File: config.mk
export PLATFORM = sky130hd
export DESIGN_NAME = lpc_host_ctrl
export DESIGN_NICKNAME = d
export VERILOG_FILES = /design/src/rtl/lpc_host_ctrl.sv
export SDC_FILE = /design/constraint.sdc
export NUM_CORES = 1
export LEC_CHECK = 0
export CORE_MARGIN = 5
export CORE_UTILIZATION = 55
export DETAILED_ROUTE_END_ITERATION = 10
export HOLD_SLACK_MARGIN = 0.05
export PLACE_DENSITY_LB_ADDON = 0.15
export SYNTH_ARGS = -nofsm -noshare
export SYNTH_HDL_FRONTEND = slang
export SYNTH_SLANG_ARGS = --single-unit
File: constraint.sdc
create_clock -name lclk_i -period 3.25 [get_ports lclk_i]
set_input_delay 0.65 -clock lclk_i [delete_from_list [all_inputs] [get_ports lclk_i]]
set_output_delay 0.65 -clock lclk_i [all_outputs]
set_load 0.02 [all_outputs]
File: src/rtl/lpc_host_ctrl.sv
// LPC host master: one IO/memory read/write transaction per request, with SYNC decoding,
// bounded wait timeouts and the LFRAME# abort sequence.
module lpc_host_ctrl #(
    parameter int unsigned SHORT_WAIT_MAX = 8,
    parameter int unsigned LONG_WAIT_MAX  = 1024,
    parameter int unsigned NOSYNC_MAX     = 3
) (
    input  logic        lclk_i,
    input  logic        lreset_i,
    input  logic [3:0]  lad_in_i,
    output logic [3:0]  lad_out_o,
    output logic        lad_oe_o,
    output logic        lframe_o,
    input  logic        req_valid_i,
    output logic        req_ready_o,
    input  logic        req_io_i,
    input  logic        req_write_i,
    input  logic [31:0] req_addr_i,
    input  logic [7:0]  req_wdata_i,
    output logic        rsp_valid_o,
    output logic [7:0]  rsp_rdata_o,
    output logic [1:0]  rsp_status_o
);

    localparam int unsigned WCNT_W = $clog2(LONG_WAIT_MAX + 1);
    localparam int unsigned NS_W   = $clog2(NOSYNC_MAX + 1);

    localparam logic [3:0] S_IDLE      = 4'd0;
    localparam logic [3:0] S_START     = 4'd1;
    localparam logic [3:0] S_CYCDIR    = 4'd2;
    localparam logic [3:0] S_ADDR      = 4'd3;
    localparam logic [3:0] S_WDATA     = 4'd4;
    localparam logic [3:0] S_TAR_H     = 4'd5;
    localparam logic [3:0] S_TAR_Z     = 4'd6;
    localparam logic [3:0] S_SYNC      = 4'd7;
    localparam logic [3:0] S_RDATA     = 4'd8;
    localparam logic [3:0] S_TAR2      = 4'd9;
    localparam logic [3:0] S_ABORT     = 4'd10;
    localparam logic [3:0] S_ABORT_END = 4'd11;

    localparam logic [1:0] ST_OK      = 2'b00;
    localparam logic [1:0] ST_ERR     = 2'b01;
    localparam logic [1:0] ST_TIMEOUT = 2'b10;
    localparam logic [1:0] ST_NORESP  = 2'b11;

    logic [3:0]        state_q, state_d;
    logic [2:0]        cnt_q, cnt_d;
    logic              io_q, io_d;
    logic              write_q, write_d;
    logic [31:0]       addr_q, addr_d;
    logic [7:0]        wdata_q, wdata_d;
    logic [WCNT_W-1:0] wait_cnt_q, wait_cnt_d;
    logic              long_q, long_d;
    logic [NS_W-1:0]   nosync_cnt_q, nosync_cnt_d;
    logic [1:0]        status_q, status_d;
    logic [3:0]        rdata_lo_q, rdata_lo_d;

    logic [3:0]        lad_out_q, lad_out_d;
    logic              lad_oe_q, lad_oe_d;
    logic              lframe_q, lframe_d;
    logic              req_ready_q, req_ready_d;
    logic              rsp_valid_q, rsp_valid_d;
    logic [7:0]        rsp_rdata_q, rsp_rdata_d;
    logic [1:0]        rsp_status_q, rsp_status_d;

    logic              long_now;
    logic [WCNT_W-1:0] wait_lim;
    logic [2:0]        nib_sel;

    always_comb begin
        state_d      = state_q;
        cnt_d        = cnt_q;
        io_d         = io_q;
        write_d      = write_q;
        addr_d       = addr_q;
        wdata_d      = wdata_q;
        wait_cnt_d   = wait_cnt_q;
        long_d       = long_q;
        nosync_cnt_d = nosync_cnt_q;
        status_d     = status_q;
        rdata_lo_d   = rdata_lo_q;
        rsp_valid_d  = 1'b0;
        rsp_rdata_d  = rsp_rdata_q;
        rsp_status_d = rsp_status_q;
        lad_out_d    = 4'hF;
        lad_oe_d     = 1'b0;
        lframe_d     = 1'b1;
        nib_sel      = 3'd0;

        // A 0110 on the current cycle already selects the long limit.
        long_now = long_q | (lad_in_i == 4'b0110);
        wait_lim = long_now ? WCNT_W'(LONG_WAIT_MAX) : WCNT_W'(SHORT_WAIT_MAX);

        case (state_q)
            S_IDLE: begin
                if (req_valid_i && req_ready_q) begin
                    io_d    = req_io_i;
                    write_d = req_write_i;
                    addr_d  = req_addr_i;
                    wdata_d = req_wdata_i;
                    state_d = S_START;
                end
            end
            S_START: begin
                state_d = S_CYCDIR;
                cnt_d   = 3'd0;
            end
            S_CYCDIR: begin
                state_d = S_ADDR;
                cnt_d   = 3'd0;
            end
            S_ADDR: begin
                if (cnt_q == (io_q ? 3'd3 : 3'd7)) begin
                    state_d = write_q ? S_WDATA : S_TAR_H;
                    cnt_d   = 3'd0;
                end else begin
                    cnt_d = cnt_q + 3'd1;
                end
            end
            S_WDATA: begin
                if (cnt_q == 3'd1) begin
                    state_d = S_TAR_H;
                    cnt_d   = 3'd0;
                end else begin
                    cnt_d = cnt_q + 3'd1;
                end
            end
            S_TAR_H: state_d = S_TAR_Z;
            S_TAR_Z: begin
                state_d      = S_SYNC;
                wait_cnt_d   = '0;
                long_d       = 1'b0;
                nosync_cnt_d = '0;
            end
            S_SYNC: begin
                nosync_cnt_d = '0;
                cnt_d        = 3'd0;
                case (lad_in_i)
                    4'b0000, 4'b1001: begin
                        status_d = ST_OK;
                        state_d  = write_q ? S_TAR2 : S_RDATA;
                    end
                    4'b1010: begin
                        status_d = ST_ERR;
                        state_d  = write_q ? S_TAR2 : S_RDATA;
                    end
                    4'b0101, 4'b0110: begin
                        long_d = long_now;
                        if (wait_cnt_q == wait_lim) begin
                            status_d = ST_TIMEOUT;
                            state_d  = S_ABORT;
                        end else begin
                            wait_cnt_d = wait_cnt_q + WCNT_W'(1);
                        end
                    end
                    4'b1111: begin
                        if (nosync_cnt_q == NS_W'(NOSYNC_MAX - 1)) begin
                            status_d = ST_NORESP;
                            state_d  = S_ABORT;
                        end else begin
                            nosync_cnt_d = nosync_cnt_q + NS_W'(1);
                        end
                    end
                    default: begin
                        status_d = ST_NORESP;
                        state_d  = S_ABORT;
                    end
                endcase
            end
            S_RDATA: begin
                if (cnt_q == 3'd0) begin
                    rdata_lo_d = lad_in_i;
                    cnt_d      = 3'd1;
                end else begin
                    rsp_rdata_d = {lad_in_i, rdata_lo_q};
                    state_d     = S_TAR2;
                    cnt_d       = 3'd0;
                end
            end
            S_TAR2: begin
                if (cnt_q == 3'd1) begin
                    state_d      = S_IDLE;
                    rsp_valid_d  = 1'b1;
                    rsp_status_d = status_q;
                end else begin
                    cnt_d = cnt_q + 3'd1;
                end
            end
            S_ABORT: begin
                if (cnt_q == 3'd3) begin
                    state_d = S_ABORT_END;
                end else begin
                    cnt_d = cnt_q + 3'd1;
                end
            end
            S_ABORT_END: begin
                state_d      = S_IDLE;
                rsp_valid_d  = 1'b1;
                rsp_status_d = status_q;
            end
            default: state_d = S_IDLE;
        endcase

        // Pad outputs are decoded from the next state so they register in step with it.
        case (state_d)
            S_START: begin
                lframe_d  = 1'b0;
                lad_oe_d  = 1'b1;
                lad_out_d = 4'b0000;
            end
            S_CYCDIR: begin
                lad_oe_d  = 1'b1;
                lad_out_d = {1'b0, ~io_d, write_d, 1'b0};
            end
            S_ADDR: begin
                lad_oe_d  = 1'b1;
                nib_sel   = (io_d ? 3'd3 : 3'd7) - cnt_d;
                lad_out_d = addr_d[{nib_sel, 2'b00} +: 4];
            end
            S_WDATA: begin
                lad_oe_d  = 1'b1;
                lad_out_d = cnt_d[0] ? wdata_d[7:4] : wdata_d[3:0];
            end
            S_TAR_H, S_ABORT_END: lad_oe_d = 1'b1;
            S_ABORT: begin
                lframe_d = 1'b0;
                lad_oe_d = 1'b1;
            end
            default: ;
        endcase

        req_ready_d = (state_d == S_IDLE) && !rsp_valid_d;
    end

    always_ff @(posedge lclk_i or negedge lreset_i) begin
        if (!lreset_i) begin
            state_q      <= S_IDLE;
            cnt_q        <= 3'd0;
            io_q         <= 1'b0;
            write_q      <= 1'b0;
            addr_q       <= 32'd0;
            wdata_q      <= 8'd0;
            wait_cnt_q   <= '0;
            long_q       <= 1'b0;
            nosync_cnt_q <= '0;
            status_q     <= ST_OK;
            rdata_lo_q   <= 4'd0;
            lad_out_q    <= 4'hF;
            lad_oe_q     <= 1'b0;
            lframe_q     <= 1'b1;
            req_ready_q  <= 1'b0;
            rsp_valid_q  <= 1'b0;
            rsp_rdata_q  <= 8'd0;
            rsp_status_q <= ST_OK;
        end else begin
            state_q      <= state_d;
            cnt_q        <= cnt_d;
            io_q         <= io_d;
            write_q      <= write_d;
            addr_q       <= addr_d;
            wdata_q      <= wdata_d;
            wait_cnt_q   <= wait_cnt_d;
            long_q       <= long_d;
            nosync_cnt_q <= nosync_cnt_d;
            status_q     <= status_d;
            rdata_lo_q   <= rdata_lo_d;
            lad_out_q    <= lad_out_d;
            lad_oe_q     <= lad_oe_d;
            lframe_q     <= lframe_d;
            req_ready_q  <= req_ready_d;
            rsp_valid_q  <= rsp_valid_d;
            rsp_rdata_q  <= rsp_rdata_d;
            rsp_status_q <= rsp_status_d;
        end
    end

    assign lad_out_o    = lad_out_q;
    assign lad_oe_o     = lad_oe_q;
    assign lframe_o     = lframe_q;
    assign req_ready_o  = req_ready_q;
    assign rsp_valid_o  = rsp_valid_q;
    assign rsp_rdata_o  = rsp_rdata_q;
    assign rsp_status_o = rsp_status_q;

endmodule

== Yosys cells after proc, flatten, opt, wreduce, memory -nomap -nowiden ==
Cells that the tools add are included.

* Bits in registers: 87
* Bits in latches: 0
* RAM bits: 0
* ROM bits: 0
* Input bits: 49
* Output and inout bits: 18
* Logic and storage cells: 128
* Memories: 0

* $add $sub $neg: 4
* Multiply operators: 0
* Div/mod/pow operators: 0
* $lt $le $gt $ge: 0
* Eq/ne operators: 33
* Shift operators: 1
* Multiplexer cells: 48
* Bitwise operators: 3
* Reduce and logical (&&, ||, !) cells: 21

{| class="wikitable"
|+ Operators by type and width
! cell !! count
|-
| 32-bit 2-to-1 mux || 2
|-
| 4-bit one-hot mux with 11 select lines || 1
|-
| 4-bit equality test (second input constant) || 9
|-
| 4-bit 2-to-1 mux || 9
|-
| 11-bit 2-to-1 mux || 3
|-
| 4-bit by 3-bit equality test with 1-bit output (second input constant) || 8
|-
| 32-bit by 6-bit indexed part select with 4-bit output || 1
|-
| 11-bit one-hot mux with 2 select lines || 1
|-
| 3-bit 2-to-1 mux || 6
|-
| 3-bit one-hot mux with 6 select lines || 1
|-
| 4-bit by 2-bit equality test with 1-bit output (second input constant) || 4
|-
| 8-bit 2-to-1 mux || 2
|-
| 4-bit one-hot mux with 4 select lines || 1
|-
| 4-bit logical NOT || 3
|-
| 4-bit one-hot mux with 3 select lines || 1
|-
| 11-bit by 1-bit adder with 11-bit output (second input constant) || 1
|-
| 11-bit equality test || 1
|-
| 1-bit 2-to-1 mux || 11
|-
| 2-bit 2-to-1 mux || 5
|-
| 4-bit by 1-bit equality test with 1-bit output (second input constant) || 2
|-
| 2-bit inequality test (second input constant) || 4
|-
| 2-bit one-hot mux with 2 select lines || 2
|-
| 2-bit one-hot mux with 4 select lines || 1
|-
| 2-bit AND reduction || 4
|-
| other kinds (19) || 27
|}

== Logic depth before layout (Yosys ltp) ==
Gate-level depths: netlist of the first run.

* Word-level depth: 10
* Gate-level depth with buffers: 13
* Gate-level depth less buffers: 12

== Least setup slack after synthesis of the first run ==
No wires, ideal clock.

* Kind: in2reg
* Start point: in lad_in_i[2]
* End point: reg lad_out_q[0], in the netlist lad_out_o[0]
* Setup time: 0.082 ns
* Arrival time: 2.418 ns
* Required time: 3.168 ns
* Path slack: 0.751 ns
* Stages: 9
* Buffers on the path: 1
* Path through: buf_4 nand4bb_4 and4b_4 o211ai_1 a31oi_1 a21o_1 or3_4 and3b_1 a211o_1

* Cells in the longest elaborated chain, start to end: 9
* Elaborated cells between the ends (all ways): 19
* Those cells by class: eq/ne (10); mux (5); bitwise (1); reduce/logical (3)

{| class="wikitable"
|+ Ends and longest elaborated chain
! item !! line !! source
|-
| start: declaration || 10 || <nowiki>input logic [3:0] lad_in_i,</nowiki>
|-
| 4-bit by 3-bit equality test with 1-bit output || 91, 138 ||
|-
| 1-bit bitwise OR || 91 || <nowiki>long_now = long_q | (lad_in_i == 4'b0110);</nowiki>
|-
| 11-bit 2-to-1 mux || 92 || <nowiki>wait_lim = long_now ? WCNT_W'(LONG_WAIT_MAX) : WCNT_W'(SHORT_WAIT_MAX);</nowiki>
|-
| 11-bit equality test || 149 || <nowiki>if (wait_cnt_q == wait_lim) begin</nowiki>
|-
| 4-bit 2-to-1 mux || 149 ||
|-
| 4-bit one-hot mux with 3 select lines (*) || 138 || <nowiki>case (lad_in_i)</nowiki>
|-
| 4-bit one-hot mux with 11 select lines (*) || 94 || <nowiki>case (state_q)</nowiki>
|-
| via state_d[3] || 46 || <nowiki>logic [3:0] state_q, state_d;</nowiki>
|-
| 4-bit by 3-bit equality test with 1-bit output, or another cell as far along || 205 || <nowiki>case (state_d)</nowiki>
|-
| 4-bit one-hot mux with 4 select lines (*) || 205 ||
|-
| via lad_out_d[0] || 58 || <nowiki>logic [3:0] lad_out_q, lad_out_d;</nowiki>
|-
| end signal: assignment || 267 || <nowiki>lad_out_q <= lad_out_d;</nowiki>
|-
| end: declaration || 58 ||
|}

The timed path passes the listed nets; every way through them passes the cells marked *.
A chain may end at the register's enable or synchronous reset.

== Worst setup path in the final report of the first run ==
* Start point: reg state_q[1]
* End point: reg lad_out_q[2], in the netlist lad_out_o[2]

* Cells in the longest elaborated chain, start to end: 6
* Elaborated cells between the ends (all ways): 36
* Those cells by class: add/sub (1); eq/ne (14); shift (1); mux (17); bitwise (1); reduce/logical (2)

{| class="wikitable"
|+ Ends and longest elaborated chain
! item !! line !! source
|-
| start: declaration || 46 ||
|-
| start signal: assignment || 256 || <nowiki>state_q <= state_d;</nowiki>
|-
| 4-bit by 3-bit equality test with 1-bit output, or another cell as far along || 94 ||
|-
| 3-bit OR reduction (no line) / 1-bit 2-to-1 mux (equally long branches) || n/a ||
|-
| 3-bit one-hot mux with 6 select lines / 3-bit 2-to-1 mux (equally long branches) || 94, 217 ||
|-
| 3-bit subtractor || 217 || <nowiki>nib_sel = (io_d ? 3'd3 : 3'd7) - cnt_d;</nowiki>
|-
| 32-bit by 6-bit indexed part select with 4-bit output || 218 || <nowiki>lad_out_d = addr_d[{nib_sel, 2'b00} +: 4];</nowiki>
|-
| 4-bit one-hot mux with 4 select lines (*) || 205 ||
|-
| via lad_out_d[2] || 58 ||
|}

Marked as above.

==> key figures, run 1 <==
Outcome
  • Status: finished clean

Power and ir drop
  • Leak: 2.86 nW
  • PD cells: 762 nW/um^2
  • Worst IR Drop VDD: about 0.35 mV
  • Total Power: 4.54 mW

STA
  • Achievable frequency: 328 MHz
  • RSZ-0062 raised after global routing: no
  • Fin Clk Skew: 13.5 ps
  • Setup violators final: 0
  • Final min period: 3050 ps
  • Slew headroom: 28.5%
  • Period utilization: 93.8%
  • Max-slew violation count: 0
  • Slew @ Worst Pin: 1070 ps
  • Final hold vios: 0
  • WHS: 476 ps

Flow run
  • Max-cap check violation count: 0

Clocking
  • Clock root buffer: clkbuf_8
  • H-Tree Depth: 3
  • Buffer count from post-CTS setup fixing: 0
  • Clock Latency Late Sink: 360 ps
  • Clk sinks: 87
  • Clk buf depth: 2
  • Total CTS buffers: 9
  • CTS hold repair buffers: 0
  • # resized after CTS: 0
  • Clk slew on worst S/H paths: 100 ps
  • CTS tree: built

Synthesis
  • Xor/xnor share of the synthesized area: 2.46%
  • Mux contribution to synthesized area: 13.0%
  • Ys flop type: dfrtp_1
  • Syn_nets: 552
  • Yosys top cell by area: dfrtp_1
  • Top cell type's share of synthesized area: 41.6%
  • EDFF count, synth: 0
  • Avg Inst Size Synth: ~10 um^2
  • Largest family of logic cells by synthesized area: simple AND/OR/NAND/NOR gates
  • Most common cell in the synthesized netlist: dfrtp_1
  • #FFs+latches synth: a little under 90
  • Largest cells by area after synthesis: dfrtp_1 (42%), mux2_2 (6.6%), mux2i_1 (5.9%)
  • Sequential area share after synthesis: between 40% and 50%
  • Mapped cell area: 4930 um^2
  • Syn. warnings: 0
  • Compound-cell area share of the yosys netlist: 13.5%
  • Synth cell types: a little over 70
  • Commonest cells in the synthesized netlist: dfrtp_1 (82), nand2_1 (69), inv_1 (44)
  • Post-synthesis simple-gate area fraction: 17.8%
  • Async SR Flop Fraction: 100%
  • Post-Synth Adder-Cell Area: between 2 and 2.5%
  • Post-Syn Instances: 495

Route
  • Vias per inst: 5.63
  • Remaining antenna violation count: 0
  • Detailed-route wire length per cell: ~16 um
  • 1st-pass router iterations: 5
  • Via count: just under 4,000
  • DRC viols: 0
  • Final WL: roughly 11,000 um
  • Starting DRC count in detailed routing: 233

Worst setup path
  • Critical Path Source: state_q[1]
  • CP Cell Sequence: nor2_2 -> a22oi_2 -> nand2_1 -> o32ai_4 -> inv_4 -> a21oi_1 -> nor3_1 -> nor4_1 -> buf_4 -> o211ai_1
  • Critical Path RT: about 3500 ps
  • Element type at the critical path end: flop
  • CP max stage delay: 610 ps
  • Startpoint Class: flop
  • Top delay family on crit path: compound AO/OA/AOI/OAI gates
  • WS Path Type: flop to flop
  • Reg-to-Reg Start: state_q[1]
  • Data arrival time of the worst path: 3330 ps
  • CP max-delay cell: o32ai_4
  • CP max FO: 14
  • Worst path bufs/invs: 2

Floorplan
  • Full die area: 11,000 um^2
  • Starting Density: 56.6%
  • Die X: 105 um
  • Core area: 8720 um^2
  • Site Rows: 34
  • IO Count: 67
  • Die Y-Extent: 105 um

Layout
  • Fillers: 664
  • Final net count: 632
  • Layout cells sized above 1: 17.6%
  • Syn-to-layout area delta: 20.8%
  • Antenna diode instance count: 0

Global route
  • Vias in the first global route: 3,836
  • Congestion Overflow GR: 0
  • First-pass GRT wire length: 18,700 um
  • Initial antenna violation count: 0
  • GR Util All Layers: approximately a fifth
  • Largest net degree at the start of global routing: 88

Placed design
  • Port Buffers: 66
  • GPL Wtd Cong: between 0.8 and 0.9
  • DP Wirelength: 8210 um

Worst hold path
  • Min-Delay Path Class: input pin to async pin
==> logic make-up (layout without fill, tap and decap cells) <==
family | after synthesis | count (layout)
AOI/OAI and AO/OA | 88 | 88
xor gates and xnor gates | 13 | 13
adders and majority gates | 8 | 8
buffers and inverters | 68 | 153
DFF | 87 | 87
muxes | 59 | 59
and+or+nand+nor | 172 | 172
==> final timing paths <==
check	endpoint	slack (ps)	cells after the start
max in group asynchronous	state_q[0]	2020	1
max	lad_out_o[2]	200	10
max reg2reg	lad_out_o[2]	200	10
min in group lclk_i	rsp_status_o[1]	480	2
min	rsp_rdata_o[6]	480	1
min reg2reg	rsp_status_o[1]	480	2
==> sequential cells by signal, summed over array words and instances (netlist names) <==
name,count
lframe_o,1
rsp_rdata_o,8
addr_q,32
rsp_status_o,2
state_q,4
write_q,1
wdata_q,8
wait_cnt_q,11
nosync_cnt_q,2
io_q,1
lad_out_o,4
long_q,1
lad_oe_o,1
req_ready_o,1
rdata_lo_q,4
cnt_q,3
status_q,2
rsp_valid_o,1
==> worst reg2reg max path: stages (launching register included) <==
cell and delay (ps):
dfrtp_1 600, nor2_2 160, a22oi_2 300, nand2_1 140, o32ai_4 610, inv_4 200, a21oi_1 170, nor3_1 80
nor4_1 440, buf_4 180, o211ai_1 70
==> power by group <==
part / switching (mW) / internal (mW) / total (mW)
Clock: 0.408 / 0.357 / 0.765
Sequential: 0.152 / 1.28 / 1.43
Combinational: 1.31 / 1.03 / 2.34
==> final cells by class <==
cell class / instances / area (um^2) / share of cell area, %
clock inverter: 7 / 72.6 / 1.22
clock buffer: 9 / 124 / 2.08
tap: 108 / 135 / 2.27
sequential: 87 / 2180 / 36.7
multi-input combinational: 340 / 2410 / 40.4
timing repair buffer: 91 / 858 / 14.4
inverter: 46 / 175 / 2.94
==> per-stage QoR <==
| stage | worst slack, ps | utilization [%] | cell area (um^2) | cells | TNS (ps) |
|---|---|---|---|---|---|
| 6_report | 202 | 68.3 | 5960 | 688 | 0 |
| 3_5_place_dp | -2.92 | 66.0 | 5750 | 672 | -2.92 |
| 4_1_cts | 105 | 68.2 | 5950 | 688 | 0 |
| 2_1_floorplan | 751 | - | 4930 | 495 | 0 |
| 5_1_grt | 16.5 | 68.3 | 5960 | 688 | 0 |
| 3_3_place_gp | 76.4 | 66.0 | 5750 | 672 | 0 |
==> per-layer routing <==
metal | track usage [%] | part of all wire (%) | up-vias
li1 | - | - | 1869
met3 | 4.07 | 5.8 | 17
met2 | 33.8 | 48 | 135
met5 | 0 | 0 | -
met1 | 27.8 | 44 | 1854
met4 | 6.76 | 1.8 | 0
==> cells in the final DEF (no fill, tap or decap), drive strengths merged, types with 3 or more instances in the layout <==
cell type      instances
o211a                  3
a211oi                 5
dfstp                  5
or3                    4
xnor2                  7
mux2                  29
ha                     8
o21ai                 11
a21oi                 32
o221ai                 3
inv                   47
nand4                  4
o32a                   3
nand2                 69
o21a                   4
clkdlybuf4s50         65
clkinv                 3
nor3                  21
nor2b                  8
o211ai                 5
xor2                   6
nor4                   6
mux2i                 30
nand2b                 5
nand3b                 4
buf                   26
dfrtp                 82
a31oi                  4
nor2                  28
clkbuf                 9
nand3                  8
No activity file was read; power rests on OpenSTA's default activity.
==> run 2, diff against run 1 <==
--- a/config.mk
+++ b/config.mk
@@ -8,8 +8,11 @@
 export CORE_MARGIN = 5
 export CORE_UTILIZATION = 55
 export DETAILED_ROUTE_END_ITERATION = 10
+export GPL_TIMING_DRIVEN = 0
 export HOLD_SLACK_MARGIN = 0.05
 export PLACE_DENSITY_LB_ADDON = 0.15
+export SKIP_CTS_REPAIR_TIMING = 1
+export SKIP_LAST_GASP = 1
 export SYNTH_ARGS = -nofsm -noshare
 export SYNTH_HDL_FRONTEND = slang
 export SYNTH_SLANG_ARGS = --single-unit
==> key figures, run 2 (synthesized netlist as in run 1, its figures left out) <==
Route
  • Vias per inst: 5.64 (was 5.63)
  • Remaining antenna violation count: 0 (unchanged)
  • Starting DRC count in detailed routing: 156 (was 233)
  • Detailed-route wire length per cell: 16.8 um (was 16.3 um)
  • Via count: 3,860 (was 3,875)
  • Final WL: 11,500 um (was 11,200 um)
  • DRC viols: 0 (unchanged)
  • 1st-pass router iterations: 5 (unchanged)

Layout
  • Max FFs per register: 32 (unchanged)
  • Syn-to-layout area delta: 19.7% (was 20.8%)
  • Reg with most FFs: addr_q (unchanged)
  • Most frequent cells in the layout: dfrtp_1 (82), nand2_1 (69), clkdlybuf4s50_1 (63), inv_1 (44) (was dfrtp_1 (81), nand2_1 (69), clkdlybuf4s50_1 (65), inv_1 (44))
  • Final std cells w/o fill: 684 (was 688)
  • Final net count: 628 (was 632)
  • Antenna diode instance count: 0 (unchanged)
  • Layout cells sized above 1: 16.7% (was 17.6%)
  • Largest registers: addr_q: 32 flops, wait_cnt_q: 11 flops (unchanged)
  • Most common cell after layout, fill and taps aside: dfrtp_1 (unchanged)
  • Fillers: 696 (was 664)

Worst setup path
  • Startpoint Class: input pin (was flop)
  • WS Path Type: input pin to flop (was flop to flop)
  • Data arrival time of the worst path: 3240 ps (was 3330 ps)
  • R2R depth: 10 (unchanged)
  • FF-to-FF setup slack: 400 ps (was 200 ps)
  • Worst r2r dst: lad_out_o[3] (was lad_out_o[2])
  • CP max FO: 10 (was 14)
  • Element type at the critical path end: flop (unchanged)
  • Reg-to-Reg Start: state_q[1] (unchanged)
  • Critical Path RT: 3520 ps (was 3530 ps)

Power and ir drop
  • PD cells: 750 nW/um^2 (was 762 nW/um^2)
  • Worst IR Drop VDD: 0.388 mV (was 0.352 mV)
  • Leak: 2.84 nW (was 2.86 nW)
  • Total Power: 4.43 mW (was 4.54 mW)

STA
  • Final hold vios: 0 (unchanged)
  • Final min period: 2980 ps (was 3050 ps)
  • RSZ-0062 raised after global routing: no (unchanged)
  • Fin Clk Skew: 17.4 ps (was 13.5 ps)
  • Period utilization: 91.6% (was 93.8%)
  • Setup violators final: 0 (unchanged)
  • Slew headroom: 58.4% (was 28.5%)
  • Slew @ Worst Pin: 621 ps (was 1070 ps)
  • Achievable frequency: 336 MHz (was 328 MHz)
  • Max-slew violation count: 0 (unchanged)

Floorplan
  • Starting Density: 56.6% (unchanged)
  • Full die area: 11,000 um^2 (unchanged)
  • Core area: 8720 um^2 (unchanged)
  • Die X: 105 um (unchanged)
  • Site Rows: 34 (unchanged)
  • Die Y-Extent: 105 um (unchanged)
  • IO Count: 67 (unchanged)

Clocking
  • Clk slew on worst S/H paths: 90 ps (was 100 ps)
  • Clk buf depth: 2 (unchanged)
  • Clock root buffer: clkbuf_8 (unchanged)
  • CTS tree: built (unchanged)
  • H-Tree Depth: 3 (unchanged)
  • Total CTS buffers: 9 (unchanged)
  • Clk sinks: 87 (unchanged)
  • Clock Latency Late Sink: 360 ps (about the same)

Flow run
  • Max-cap check violation count: 0 (unchanged)

Global route
  • Initial antenna violation count: 0 (unchanged)
  • Congestion Overflow GR: 0 (unchanged)
  • GR Util All Layers: 21.5% (was 20.7%)
  • Largest net degree at the start of global routing: 65 (was 88)
  • First-pass GRT wire length: 19,400 um (was 18,700 um)
  • Vias in the first global route: 3,924 (was 3,836)

Placed design
  • DP Wirelength: 8770 um (was 8210 um)
  • Placed cell count: 668 (was 672)
  • Port Buffers: 64 (was 66)
  • GPL Wtd Cong: 0.880 (was 0.867)

Outcome
  • Status: finished clean (unchanged)

Worst hold path
  • Min-Delay Path Class: input pin to async pin (unchanged)
-- run 2: cell count changes in the layout (fill, tap and decap cells not counted), moves of 2 or more --
cell / delta
buf_4: -14
buf_2: +3
clkinvlp_4: -2
clkdlybuf4s50_1: -2
clkbuf_1: +3
clkinv_4: +2
buf_6: +6
-- run 2: worst max-delay path, stage by stage --
cell	delay, ps
clkdlybuf4s50_1	500
buf_4	180
nand4_1	120
or2_2	300
nor2b_1	130
a211oi_1	550
nor4_4	160
nand3_1	270
nand3b_1	220
o211ai_1	170
-- run 2: cell type report --
cell class | count | area, um^2 | area share [%]
buffer | 22 | 173 | 2.92
clock buffer | 10 | 128 | 2.16
clock inverter | 6 | 45.0 | 0.763
inverter | 46 | 175 | 2.97
multi-input combinational | 340 | 2400 | 40.7
sequential | 87 | 2180 | 37.0
tap | 108 | 135 | 2.29
timing repair buffer | 65 | 666 | 11.3
-- run 2: worst max path at each step --
| stage | startpoint | to | slack [ps] | cells after the start |
|---|---|---|---|---|
| 6_report | lad_in_i[0] | lad_out_o[1] | 270 | 10 |
| 5_1_grt | state_q[1] | lad_out_o[3] | 140 | 10 |
| 4_1_cts | lad_in_i[0] | lad_out_o[1] | 330 | 10 |
| 3_5_place_dp | lad_in_i[3] | lad_out_o[1] | -40 | 10 |
| 3_3_place_gp | lreset_i | addr_q[17] | -1460 | 1 |
| 2_1_floorplan | lad_in_i[2] | lad_out_o[0] | 750 | 9 |
-- run 2: stage by stage --
stage	hold slack, ps	utilization, %	setup WS [ps]	setup TNS [ps]	cell area (um^2)
2_1_floorplan	354	-	751	0	4930
3_3_place_gp	459	65.5	-1460	-121610	5710
3_5_place_dp	463	65.7	-40.3	-95.6	5730
4_1_cts	176	67.7	335	0	5910
5_1_grt	187	67.7	141	0	5910
6_report	179	67.7	273	0	5910
-- run 2: routing by layer --
layer / vias up / routed length, um / track usage [%]
li1: 1865 / - / -
met1: 1863 / 4980 / 28.2
met2: 105 / 5760 / 36.0
met3: 27 / 507 / 3.58
met4: 0 / 254 / 7.95
met5: - / 0 / 0
-- run 2: power by group --
part / switching [mW] / internal, mW
Combinational: 1.35 / 0.996
Sequential: 0.114 / 1.28
Clock: 0.403 / 0.282
Total: 1.87 / 2.56
==> run 3, diff against run 2 <==
--- a/config.mk
+++ b/config.mk
@@ -6,7 +6,8 @@
 export NUM_CORES = 1
 export LEC_CHECK = 0
 export CORE_MARGIN = 5
-export CORE_UTILIZATION = 55
+export CORE_UTILIZATION = 29
+export CTS_CLUSTER_SIZE = 10
 export DETAILED_ROUTE_END_ITERATION = 10
 export GPL_TIMING_DRIVEN = 0
 export HOLD_SLACK_MARGIN = 0.05
==> key figures, run 3 (synthesized netlist as in run 1, its figures left out) <==
Floorplan
  • Site Rows: 47 (was 34)
  • IO Count: 67 (unchanged)
  • Core area: 16,600 um^2 (was 8720 um^2)
  • Die X: 140 um (was 105 um)
  • Die Y-Extent: 140 um (was 105 um)
  • Starting Density: 29.6% (was 56.6%)
  • Full die area: 19,700 um^2 (was 11,000 um^2)

Clocking
  • Clock root buffer: clkbuf_16 (was clkbuf_8)
  • Total CTS buffers: 9 (unchanged)
  • Clk sinks: 87 (unchanged)
  • Clk slew on worst S/H paths: 60 ps (was 90 ps)
  • H-Tree Depth: 3 (unchanged)
  • Clk buf depth: 2 (unchanged)
  • CTS tree: built (unchanged)
  • Clock Latency Late Sink: 340 ps (was 360 ps)

Power and ir drop
  • Worst IR Drop VDD: 0.356 mV (was 0.388 mV)
  • PD cells: 772 nW/um^2 (was 750 nW/um^2)
  • Leak: 2.90 nW (was 2.84 nW)
  • Total Power: 4.77 mW (was 4.43 mW)

Outcome
  • Status: finished clean (unchanged)

Worst setup path
  • Element type at the critical path end: flop (unchanged)
  • Startpoint Class: input pin (unchanged)
  • Data arrival time of the worst path: 3250 ps (was 3240 ps)
  • FF-to-FF setup slack: 360 ps (was 400 ps)
  • Critical Path RT: 3520 ps (about the same)
  • WS Path Type: input pin to flop (unchanged)
  • CP max FO: 10 (unchanged)

STA
  • Slew headroom: 55.9% (was 58.4%)
  • Achievable frequency: 335 MHz (was 336 MHz)
  • Post-route setup slack: 266 ps (was 273 ps)
  • Sum of negative setup slack: 0 ps (unchanged)
  • Max-slew violation count: 0 (unchanged)
  • Period utilization: 91.8% (was 91.6%)
  • Final hold vios: 0 (unchanged)
  • Fin Clk Skew: 8.13 ps (was 17.4 ps)
  • WHS: 288 ps (was 179 ps)
  • Slew @ Worst Pin: 658 ps (was 621 ps)
  • Final min period: 2980 ps (about the same)
  • Setup violators final: 0 (unchanged)
  • RSZ-0062 raised after global routing: no (unchanged)

Route
  • Detailed-route wire length per cell: 15.1 um (was 16.8 um)
  • Final WL: 12,000 um (was 11,500 um)
  • Remaining antenna violation count: 0 (unchanged)
  • Via count: 3,792 (was 3,860)
  • Starting DRC count in detailed routing: 169 (was 156)
  • 1st-pass router iterations: 5 (unchanged)
  • Vias per inst: 4.76 (was 5.64)
  • DRC viols: 0 (unchanged)

Global route
  • GR Util All Layers: 12.8% (was 21.5%)
  • Initial antenna violation count: 0 (unchanged)
  • Vias in the first global route: 3,928 (was 3,924)
  • Largest net degree at the start of global routing: 50 (was 65)
  • First-pass GRT wire length: 20,300 um (was 19,400 um)
  • Congestion Overflow GR: 0 (unchanged)

Layout
  • Syn-to-layout area delta: 25.4% (was 19.7%)
  • Antenna diode instance count: 0 (unchanged)
  • Most common cell after layout, fill and taps aside: dfrtp_1 (unchanged)
  • Final std cells w/o fill: 796 (was 684)
  • Reg with most FFs: addr_q (unchanged)
  • Max FFs per register: 32 (unchanged)
  • Final net count: 628 (unchanged)
  • Most frequent cells in the layout: dfrtp_1 (82), nand2_1 (69), clkdlybuf4s50_1 (63), inv_1 (44) (unchanged)
  • Layout cells sized above 1: 16.5% (was 16.7%)
  • Largest registers: addr_q: 32 flops, wait_cnt_q: 11 flops (unchanged)

Flow run
  • Max-cap check violation count: 0 (unchanged)

Placed design
  • Port Buffers: 64 (unchanged)
  • GPL Wtd Cong: 0.859 (was 0.880)
  • Placed cell count: 780 (was 668)
  • DP Wirelength: 9290 um (was 8770 um)
  • Pre-CTS WS: -29.4 ps (was -40.3 ps)

Worst hold path
  • Min-Delay Path Class: input pin to async pin (unchanged)
-- run 3: cell types whose count changed in the layout (fill, tap and decap cells not counted), sizes merged --
| cell | delta |
|---|---|
| bufinv | +1 |
| clkbuf | +4 |
| clkinv | -5 |
| clkinvlp | +1 |
| inv | -1 |
-- run 3: per-stage QoR --
| stage | util [%] | instance area (um^2) |
|---|---|---|
| final | 37.2 | 6180 |
| after global routing | 37.2 | 6180 |
| after CTS | 37.2 | 6180 |
| after detailed placement | 35.3 | 5870 |
| after global placement | 35.1 | 5850 |
| after floorplan | - | 4930 |
-- run 3: path summary, 6_finish.rpt --
check,to,startpoint,cells past startpoint
max,lad_out_o[0],lad_in_i[3],10
min,rsp_rdata_o[6],lreset_i,1
max reg2reg,lad_out_o[3],state_q[3],11
min reg2reg,rsp_status_o[0],rsp_status_o[0],2
max in group asynchronous,lad_out_o[1],lreset_i,2
min in group lclk_i,rsp_status_o[0],rsp_status_o[0],2
-- run 3: where the power goes --
group | total, mW | internal [mW] | switching (mW) | leakage [nW]
clock | 1.07 | 0.659 | 0.406 | 0.149
sequential | 1.40 | 1.29 | 0.120 | 1.12
combinational | 2.30 | 0.998 | 1.31 | 1.63
total | 4.77 | 2.94 | 1.83 | 2.90
-- run 3: routing by layer --
layer	GRT usage (%)	routed length, um
met1	16.2	5260
met2	21.6	6070
met3	3.03	505
met4	4.39	184
met5	0	0
-- run 3: final cells by class --
cell class	count	area, um^2
buffer	22	173
clock buffer	14	274
clock inverter	2	37.5
inverter	46	175
tap	220	275
multi-input combinational	340	2400
timing repair buffer	65	666
sequential	87	2180
fill	1652	10500
-- run 3: critical path, cell delays in order --
cell and delay, ps:
clkdlybuf4s50_1 490, buf_4 180, nand4_1 120, or2_2 300
nor2b_1 130, a211oi_1 580, nor4_4 150, nand3_1 260
nor3_1 110, a211o_1 280
